## src/rtl/onehot_scan_encoder.sv

```systemverilog
// onehot_scan_encoder
// Sequential bit-scan encoder: takes a WIDTH-bit request vector and emits,
// one beat per out_valid/out_ready handshake, the binary index of every set
// bit, lowest index first. An all-zero vector yields a single beat flagged
// with out_none.
//
// Ports:
//   clk        single clock, rising-edge
//   reset_n    asynchronous active-low reset
//   in_valid   in_vec is valid
//   in_ready   block can accept a vector (IDLE and out of reset)
//   in_vec     request vector, bit i set = index i requested
//   out_valid  out_addr/out_last/out_none are valid
//   out_ready  consumer takes the current beat
//   out_addr   index of the lowest pending set bit
//   out_last   current beat is the final beat of this vector
//   out_none   vector was all-zero; out_addr is 0 and meaningless
module onehot_scan_encoder #(
  parameter int  WIDTH = 8,
  localparam int AW    = $clog2(WIDTH)
) (
  input  logic             clk,
  input  logic             reset_n,
  input  logic             in_valid,
  output logic             in_ready,
  input  logic [WIDTH-1:0] in_vec,
  output logic             out_valid,
  input  logic             out_ready,
  output logic [AW-1:0]    out_addr,
  output logic             out_last,
  output logic             out_none
);

  typedef enum logic [1:0] {
    IDLE = 2'd0,
    SCAN = 2'd1,
    ZERO = 2'd2
  } state_t;

  state_t           state_q, state_d;
  logic [WIDTH-1:0] pending_q, pending_d;
  // Goes high on the first edge after reset release; keeps in_ready low
  // while reset is asserted without a combinational path from reset_n.
  logic             alive_q, alive_d;
  logic             single;

  // Fixed priority: the loop runs high-to-low so the lowest set bit wins.
  function automatic logic [AW-1:0] lowest_idx(input logic [WIDTH-1:0] v);
    logic [AW-1:0] idx;
    idx = '0;
    for (int i = WIDTH - 1; i >= 0; i--) begin
      if (v[i]) idx = AW'(i);
    end
    return idx;
  endfunction

  // Exactly one bit set <=> clearing the lowest set bit leaves nothing.
  assign single = (pending_q != '0) &&
                  ((pending_q & (pending_q - WIDTH'(1))) == '0);

  always_comb begin
    state_d   = state_q;
    pending_d = pending_q;
    alive_d   = 1'b1;
    in_ready  = 1'b0;
    out_valid = 1'b0;
    out_addr  = '0;
    out_last  = 1'b0;
    out_none  = 1'b0;
    case (state_q)
      IDLE: begin
        in_ready = alive_q;
        if (in_valid && alive_q) begin
          if (in_vec != '0) begin
            pending_d = in_vec;
            state_d   = SCAN;
          end else begin
            state_d = ZERO;
          end
        end
      end
      SCAN: begin
        out_valid = 1'b1;
        out_addr  = lowest_idx(pending_q);
        out_last  = single;
        if (out_ready) begin
          // Drop the lowest set bit, i.e. the one just emitted.
          pending_d = pending_q & (pending_q - WIDTH'(1));
          if (single) state_d = IDLE;
        end
      end
      ZERO: begin
        out_valid = 1'b1;
        out_last  = 1'b1;
        out_none  = 1'b1;
        if (out_ready) state_d = IDLE;
      end
      default: begin
        state_d   = IDLE;
        pending_d = '0;
      end
    endcase
  end

  always_ff @(posedge clk or negedge reset_n) begin
    if (!reset_n) begin
      state_q   <= IDLE;
      pending_q <= '0;
      alive_q   <= 1'b0;
    end else begin
      state_q   <= state_d;
      pending_q <= pending_d;
      alive_q   <= alive_d;
    end
  end

endmodule

```

## config.mk

```make
export PLATFORM = sky130hd
export DESIGN_NAME = onehot_scan_encoder
export DESIGN_NICKNAME = d
export VERILOG_FILES = /design/src/rtl/onehot_scan_encoder.sv
export SDC_FILE = /design/constraint.sdc
export NUM_CORES = 1
export LEC_CHECK = 0
export BUFFER_PORTS_ARGS = -buffer_cell sky130_fd_sc_hd__clkbuf_2
export CORE_UTILIZATION = 35
export DETAILED_ROUTE_END_ITERATION = 8
export GPL_TIMING_DRIVEN = 0
export HOLD_SLACK_MARGIN = 0.15
export PLACE_DENSITY = 0.53
export SYNTH_ARGS = -nofsm -noshare
export SYNTH_HDL_FRONTEND = slang
export SYNTH_SLANG_ARGS = --single-unit
```

## constraint.sdc

```tcl
create_clock -name clk -period 4.35 [get_ports clk]
set_clock_uncertainty 0.05 [all_clocks]
set_input_delay 0.6525 -clock clk [delete_from_list [all_inputs] [get_ports clk]]
set_output_delay 0.6525 -clock clk [all_outputs]
set_load 0.1 [all_outputs]
```

# Yosys cells after proc, flatten, opt, wreduce, memory -nomap -nowiden
# Cells that the tools add are included.
# word_totals
ff_bits	11
in_bits	12
out_inout_bits	7
word_cells	45
# classes
addsub	1
eq_ne	7
mux	23
n_bitwise	2
n_reduce_logical	9
# ops
operator	count
$mux W3	9
$mux W8	3
$pmux W8 S3	1
$reduce_bool A8 Y1	2
$mux W2	5
$ne A2 B2 Y1 const B	5
$and A8 B8 Y8	1
$logic_not A8 Y1	1
$reduce_and A4 Y1	2
$sub A8 B1 Y8 const B	1
$pmux W2 S3	1
$mux W1	3
$eq A2 B1 Y1 const B	1
$eq A2 B2 Y1 const B	1
$logic_and A1 B1 Y1	2
$logic_not A2 Y1	1
$pmux W1 S2	1
$reduce_or A2 Y1	1
$not A1 Y1	1

# Depth between registers and ports, before layout
# Gate-level depths: netlist of the first run.
# depth
depth_word	9
mapped_depth	7
mapped_depth_nobuf	6

# Least setup slack after synthesis of the first run
# No wires, ideal clock.
# synth_path
path_kind	register -> output
startpoint	register state_q[1]
endpoint	output out_addr[0]
arrival_ns	2.984
t_required_ns	3.648
setup_slack_ns	0.664
stages_incl_launch_ff	5
n_path_buf	0
path_cell_list	dfrtp_1 -> inv_1 -> ha_1 -> inv_1 -> nor3_1
# synth_via
elab_chain_cells	2
# synth_rtl
element	line_no	rtl
start, declared	40	state_t state_q, state_d;
start signal, assigned	111	state_q <= state_d;
$eq A2 B1 Y1	70	case (state_q)
$mux W3	70	
end, declared	29	output logic [AW-1:0] out_addr,
# Every way passes these cells.

# Final worst setup path of the first run
# layout_path
startpoint	register pending_q[1]
endpoint	output out_last
# layout_via
elab_chain_cells	5
word_cells_on_any_way	6
classes_between	add/sub: 1; mux: 1; bitwise: 1; reduce/logical: 3
# layout_rtl
element	line_no	rtl
start, declared	41	logic [WIDTH-1:0] pending_q, pending_d;
start signal, assigned	112	pending_q <= pending_d;
$sub A8 B1 Y8	59	((pending_q & (pending_q - WIDTH'(1))) == '0);
$and A8 B8 Y8	59	
$logic_not A8 Y1	59	
$logic_and A1 B1 Y1 (*)	58	assign single = (pending_q != '0) &&
$pmux W1 S2 (*)	70	
end, declared	30	output logic out_last,
# Every way passes the cells marked *; elsewhere a longest branch is shown, timed or not.

==> results.ini, run 1 <==
[global_routing]
grt_max_degree=12
grt_usage_pct=16.76
grt_pass1_vias=688
grt_overflow=0
antenna_found_initial=0
grt_pass1_wl_mm=3.146

[finish]
nNetsFinal=124
syn2layout_area_growth_pct=18.93
final_cells=135
drive_gt1_share_pct=26.85
antenna_cells=0

[detailed_routing]
drt-total-wl_mm=1.802
viasPerCell=5.444
ant_nets=0
drc=0
drt-pass1-iter-count=5
avgRoutedWirePerCell_um=13.35
vias=735
drtIter0Drc=18

[clocking]
clock_path_buffers=2
ctsHoldBuffers=0
post_cts_resized=0
clk_latency_ps=270
cts_tree=built
htree_levels=1
root_buffer=clkbuf_4
post_cts_buffers=0
cts.sinks=11
cts_buffers=3
clk_pin_slew_ps=70

[placed_design]
dp.cells=131
pre_cts_slack_ps=1738
portBuffers=18
dp.final_hpwl_mm=1.401
gp_congestion=0.7815

[yosys]
synth.largest_area_cell=dfrtp_1
synth_nets=101
yosys_warnings=0
ys_types=33
netlist_instances=86
synthTopCellsByArea=dfrtp_1 35%, nand2_1 5.7%, a22o_1 5.5%
synth_top_area_share_pct=34.70
yosysSeqAreaShare_pct=34.70
syn_area_per_cell_um2=9.224
synthesis.area_um2=793.3
synth_seq_cells=11

[timing]
slew-limit-headroom_pct=64.03
period_share_pct=66.63
max_freq_mhz=345.0
grt_setup_unrepaired=false
setup_violations=0
layout_setup_ws_ps=1452
hold_viol_final=0
drv_slew=0
finalCriticalPeriod_ps=2898
finalSetupTns_ps=0
worst_slew_pin_slew_ps=541.9

[critical_path]
r2r_cells=7
reg2reg_from=state_q[1]$_DFFE_PN0P_
crit_fanout=7
worstSetupPathType=register to primary output
cp-end-kind=primary output
start_kind=register
cp.required_ps=3650
worst-endpoint-arrival_ps=2200
r2r_end=pending_q[1]$_DFFE_PN0P_
reg2reg_slack_ps=2410

[job]
max_cap_viol_count=0

[floorplan]
dieWidth_um=49.61
core-area_um2=2042
rows=16
dieArea_um2=2461
die_y_um=49.61
start_util_pct=38.85
io_pins=19

[status]
status=finished, final reports clean

[hold_path]
worstHoldPathType=input pin to asynchronous set/reset pin

[how the worst max path moves through the flow]
stage                                  start     endpoint  slack (ps)  cells after the start
CTS                 pending_q[1]$_DFFE_PN0P_     out_last        1440                      6
detailed placement  pending_q[1]$_DFFE_PN0P_     out_last        1740                      6
floorplan             state_q[1]$_DFFE_PN0P_  out_addr[0]         660                      4
finish              pending_q[1]$_DFFE_PN0P_     out_last        1450                      6
global route        pending_q[1]$_DFFE_PN0P_     out_last        1340                      6
global placement    pending_q[1]$_DFFE_PN0P_     out_last        1750                      6
[final cells by class]
class	instances	area, µm²
plain buffers	2	18.77
clock buffers	4	26.28
fillers	210	1099
inverters	6	22.52
multi-input cells	67	476.7
flip-flops and latches	11	275.3
well taps	27	33.78
repair buffers	18	90.09
[placed cells by master, fill, tap and decap left out, drive strengths merged, types with 2 or more instances in the layout]
cell type / count
clkbuf: 22
nand2: 12
dfrtp: 11
inv: 6
nor2: 6
a22o: 6
o21ai: 6
nor3: 4
nor4: 4
ha: 3
nand3: 3
and3: 2
nor2b: 2
a21oi: 2
a211oi: 2
o21a: 2
and2: 2
mux2i: 2
buf: 2
[cells in the mapped netlist (all sizes together)]
cell	instances
nand2	12
dfrtp	11
a22o	6
inv	6
nor2	6
o21ai	6
nor3	4
nor4	4
ha	3
nand3	3
a211oi	2
a21oi	2
and2	2
and3	2
buf	2
mux2i	2
nor2b	2
o21a	2
a221oi	1
a32o	1
conb	1
nand4	1
nand4b	1
o211ai	1
o21bai	1
o31ai	1
o32ai	1
[worst max-delay path, stage by stage, from the launching register on]
cell,delay [ps]
dfrtp_1,490
nor4_4,440
o211ai_1,160
nand3_2,140
o21a_1,140
o21a_1,100
clkbuf_2,440
[logic make-up (layout without fill, tap and decap cells)]
group / count (synthesis) / after routing / synth area share [%]
adders and majority gates: 3 / 3 / 4.732
other: 1 / 1 / 0.4727
buffers and inverters: 8 / 30 / 5.205
and+or+nand+nor: 37 / 37 / 25.87
muxes: 2 / 2 / 2.524
AOI/OAI and AO/OA: 24 / 24 / 26.50
DFF: 11 / 11 / 34.70
[metal layers]
layer | global-route usage, % | vias to the layer above | share of wire [%] | wire [µm]
li1 | - | 365 | - | -
met1 | 23.24 | 349 | 48 | 862
met2 | 26.13 | 17 | 47 | 841
met3 | 1.852 | 4 | 3.6 | 65
met4 | 7.143 | 0 | 1.8 | 33
met5 | 0 | - | 0 | 0
[flip-flops by register name, indices dropped and copies added, names as in the netlist]
register   cells
pending_q      8
state_q        2
alive_q        1
[per-stage QoR]
stage / hold WS (ps) / area [µm²] / utilization, %
floorplan: 306.9 / 793.3 / -
global placement: 494.1 / 917.1 / 44.91
detailed placement: 502.7 / 917.1 / 44.91
CTS: 204.1 / 943.4 / 46.20
global route: 218.9 / 943.4 / 46.20
finish: 192.6 / 943.4 / 46.20
Power of run 1 is left out: the tool's default activity adds up to more than one toggle a clock period on the data nets, which glitch-free logic cannot reach.
==> inputs of run 2 (changes only) <==
--- a/config.mk
+++ b/config.mk
@@ -5,12 +5,13 @@
 export SDC_FILE = /design/constraint.sdc
 export NUM_CORES = 1
 export LEC_CHECK = 0
+export ABC_AREA = 1
 export BUFFER_PORTS_ARGS = -buffer_cell sky130_fd_sc_hd__clkbuf_2
 export CORE_UTILIZATION = 35
 export DETAILED_ROUTE_END_ITERATION = 8
 export GPL_TIMING_DRIVEN = 0
 export HOLD_SLACK_MARGIN = 0.15
-export PLACE_DENSITY = 0.53
+export PLACE_DENSITY = 0.55
 export SYNTH_ARGS = -nofsm -noshare
 export SYNTH_HDL_FRONTEND = slang
 export SYNTH_SLANG_ARGS = --single-unit
==> constraint.sdc (replaced) <==
create_clock -name clk -period 2.6 [get_ports clk]
set_clock_uncertainty 0.05 [all_clocks]
set_input_delay 0.39 -clock clk [delete_from_list [all_inputs] [get_ports clk]]
set_output_delay 0.39 -clock clk [all_outputs]
set_load 0.1 [all_outputs]
==> results.ini, run 2 <==
[yosys]
syn_area_per_cell_um2=6.892  ; was 9.224 µm²
synthTopCellsByArea=dfrtp_1 34%, nand2_1 16%, inv_1 7.0%  ; was dfrtp_1 35%, nand2_1 5.7%, a22o_1 5.5%
yosysSeqAreaShare_pct=34.43  ; was 34.70%
synth.largest_area_cell=dfrtp_1  ; unchanged
yosysMostFrequentCell=nand2_1  ; unchanged
netlist_instances=116  ; was 86
synth_flop_cell=dfrtp_1  ; unchanged
yosys_warnings=0  ; unchanged
synth_top_area_share_pct=34.43  ; was 34.70%
synth_common_cells=35 x nand2_1, 15 x inv_1, 11 x dfrtp_1  ; was 12 x nand2_1, 11 x dfrtp_1, 6 x inv_1, 6 x nor2_1
synth_edf_count=0  ; unchanged
synth_nets=131  ; was 101
synth_seq_cells=11  ; unchanged
synthesis.area_um2=799.5  ; was 793.3 µm²
ys_types=26  ; was 33
synth-async-reset-ratio_pct=100.0  ; unchanged

[timing]
grt_setup_unrepaired=false  ; unchanged
worst_slew_pin_slew_ps=540.7  ; was 541.9 ps
period_share_pct=94.32
drv_slew=0  ; unchanged
layout_setup_ws_ps=147.6  ; was 1452 ps
setup_violations=0  ; unchanged
finalSetupTns_ps=0  ; unchanged
slew-limit-headroom_pct=64.11  ; was 64.03%
hold_ws_ps=313.8  ; was 192.6 ps
max_freq_mhz=407.8
hold_viol_final=0  ; unchanged
finalCriticalPeriod_ps=2452

[finish]
nNetsFinal=155  ; was 124
largest_register=pending_q  ; unchanged
final_cells=166  ; was 135
largest_reg_flops=8  ; unchanged
syn2layout_area_growth_pct=21.91  ; was 18.93%
drive_gt1_share_pct=27.34  ; was 26.85%
post-route-util_pct=47.27  ; was 46.20%
multi_input_area_um2=459.2  ; was 476.7 µm²
final_common_cell=nand2_1  ; was clkbuf_2
largestRegisters=pending_q: 8 flops, state_q: 2 flops, alive_q: 1 flops  ; unchanged
nFillCells=227  ; was 210
layout_common_cells=35 x nand2_1, 17 x clkbuf_2, 15 x inv_1  ; was 18 x clkbuf_2, 12 x nand2_1, 11 x dfrtp_1
antenna_cells=0  ; unchanged
seqCellArea_um2=275.3  ; unchanged

[placed_design]
dp.final_hpwl_mm=1.447  ; was 1.401 mm
gp_congestion=0.8818  ; was 0.7815
pre_cts_slack_ps=432.8  ; was 1738 ps
portBuffers=18  ; unchanged
dp.cells=161  ; was 131

[pwr]
leakage_nw=0.5289
ir_drop_mv=0.8187
cellPowerDensity_nw_per_um2=1414

[detailed_routing]
drc=0  ; unchanged
highest_layer=met4  ; unchanged
vias=827  ; was 735
drtIter0Drc=35  ; was 18
wl_met3_um=135  ; was 65 µm
viasPerCell=4.982  ; was 5.444
avgRoutedWirePerCell_um=11.27  ; was 13.35 µm
ant_nets=0  ; unchanged
drt-pass1-iter-count=4  ; was 5
met1Wirelength_um=921  ; was 862 µm
dr_wl_met2_um=787  ; was 841 µm
drt-total-wl_mm=1.871  ; was 1.802 mm

[status]
status=finished, final reports clean  ; unchanged

[critical_path]
cp.required_ps=2160  ; was 3650 ps
cp-end-kind=primary output  ; unchanged
crit_fanout=4  ; was 7
start_kind=register  ; unchanged
worst-endpoint-arrival_ps=2010  ; was 2200 ps
worstSetupPathType=register to primary output  ; unchanged

[global_routing]
grt_pass1_vias=713  ; was 688
grt_pass1_wl_mm=3.111  ; was 3.146 mm
grt_max_degree=12  ; unchanged
grt_overflow=0  ; unchanged
antenna_found_initial=0  ; unchanged
grt_usage_pct=16.55  ; was 16.76%

[hold_path]
worstHoldPathType=input pin to register  ; was input pin to asynchronous set/reset pin

[floorplan]
io_pins=19  ; unchanged
start_util_pct=38.77  ; was 38.85%
dieWidth_um=49.80  ; was 49.61 µm
die_y_um=49.80  ; was 49.61 µm
core-area_um2=2062  ; was 2042 µm²
dieArea_um2=2480  ; was 2461 µm²
rows=16  ; unchanged

[clocking]
clock_path_buffers=2  ; unchanged
post_cts_buffers=0  ; unchanged
cts.sinks=11  ; unchanged
clk_latency_ps=280  ; was 270 ps
htree_levels=1  ; unchanged
cts_buffers=3  ; unchanged
root_buffer=clkbuf_4  ; unchanged
clk_pin_slew_ps=90  ; was 70 ps
cts_tree=built  ; unchanged

[job]
max_cap_viol_count=0  ; unchanged

## run 2: cell count changes after synthesis, sizes merged, moves of 4 or more
cell / before / now
nor2: 6 / 12
nand2: 12 / 38
inv: 6 / 18
nor4: 4 / 0
nand3: 3 / 7
o22ai: 0 / 5
a22o: 6 / 0
## run 2: final timing paths
check	start	endpoint	slack, ps	cells past startpoint
setup / recovery	pending_q[3]$_DFFE_PN0P_	out_last	150	8
hold / removal	in_vec[0]	pending_q[0]$_DFFE_PN0P_	310	3
setup reg to reg	state_q[0]$_DFFE_PN0P_	pending_q[0]$_DFFE_PN0P_	800	10
hold reg to reg	state_q[1]$_DFFE_PN0P_	state_q[1]$_DFFE_PN0P_	460	2
max in group asynchronous	reset_n	state_q[0]$_DFFE_PN0P_	1790	2
min in group asynchronous	reset_n	pending_q[3]$_DFFE_PN0P_	470	2
## run 2: layer usage
| layer | global-route usage (%) | vias up |
|---|---|---|
| li1 | - | 421 |
| met2 | 25.00 | 26 |
| met1 | 24.76 | 375 |
| met4 | 4.286 | 0 |
| met3 | 1.852 | 5 |
| met5 | 0 | - |
## run 2: cells by family (layout without fill, tap and decap cells)
family                   count (synthesis)  count (layout)  synth area share (%)
flip-flops                              11              11                 34.43
adder cells (fa/ha/maj)                  3               3                 4.695
other                                    1               1                0.4690
buffers and inverters                   19              42                 9.858
AO/OA/AOI/OAI                           19              19                 14.87
AND/OR/NAND/NOR                         63              63                 35.68
## run 2: what timing repair did
action	4_1_cts	5_1_grt
resized for setup	0	1
hold buffers	1	0
endpoints found under the setup margin	0	1
endpoints found under the hold margin	11	0
## run 2: area by class of cell
type	instances	share of cell area, %
sequential	11	28.24
buffer	1	1.155
clock inverter	1	0.5135
inverter	18	6.932
multi-input combinational	86	47.11
timing repair buffer	19	10.27
clock buffer	3	2.311
tap	27	3.466
## run 2: worst max-delay path, cell delays in order (launching register included)
cell,delay (ps)
dfrtp_1,430
nor2_2,240
nand2_2,100
nand2_1,100
o21ai_1,80
nor2_2,120
nand4_1,90
a21boi_1,130
buf_2,430
## run 2: power breakdown
group | switching [W] | internal [W] | total (W)
Sequential | 0.0000780 | 0.000236 | 0.000314
Clock | 0.0000689 | 0.0000570 | 0.000126
Combinational | 0.000684 | 0.000254 | 0.000938
Total | 0.000831 | 0.000547 | 0.00138
## run 2: metrics by stage
| step | instance area [µm²] | power (W) |
|---|---|---|
| after floorplan | 813.3 | 0.001096 |
| after global placement | 937.1 | 0.001255 |
| after detailed placement | 937.1 | 0.001250 |
| after CTS | 974.7 | 0.001379 |
| after global routing | 974.7 | 0.001485 |
| final | 974.7 | 0.001378 |
Note: power is estimated with default switching activity, not from simulation.
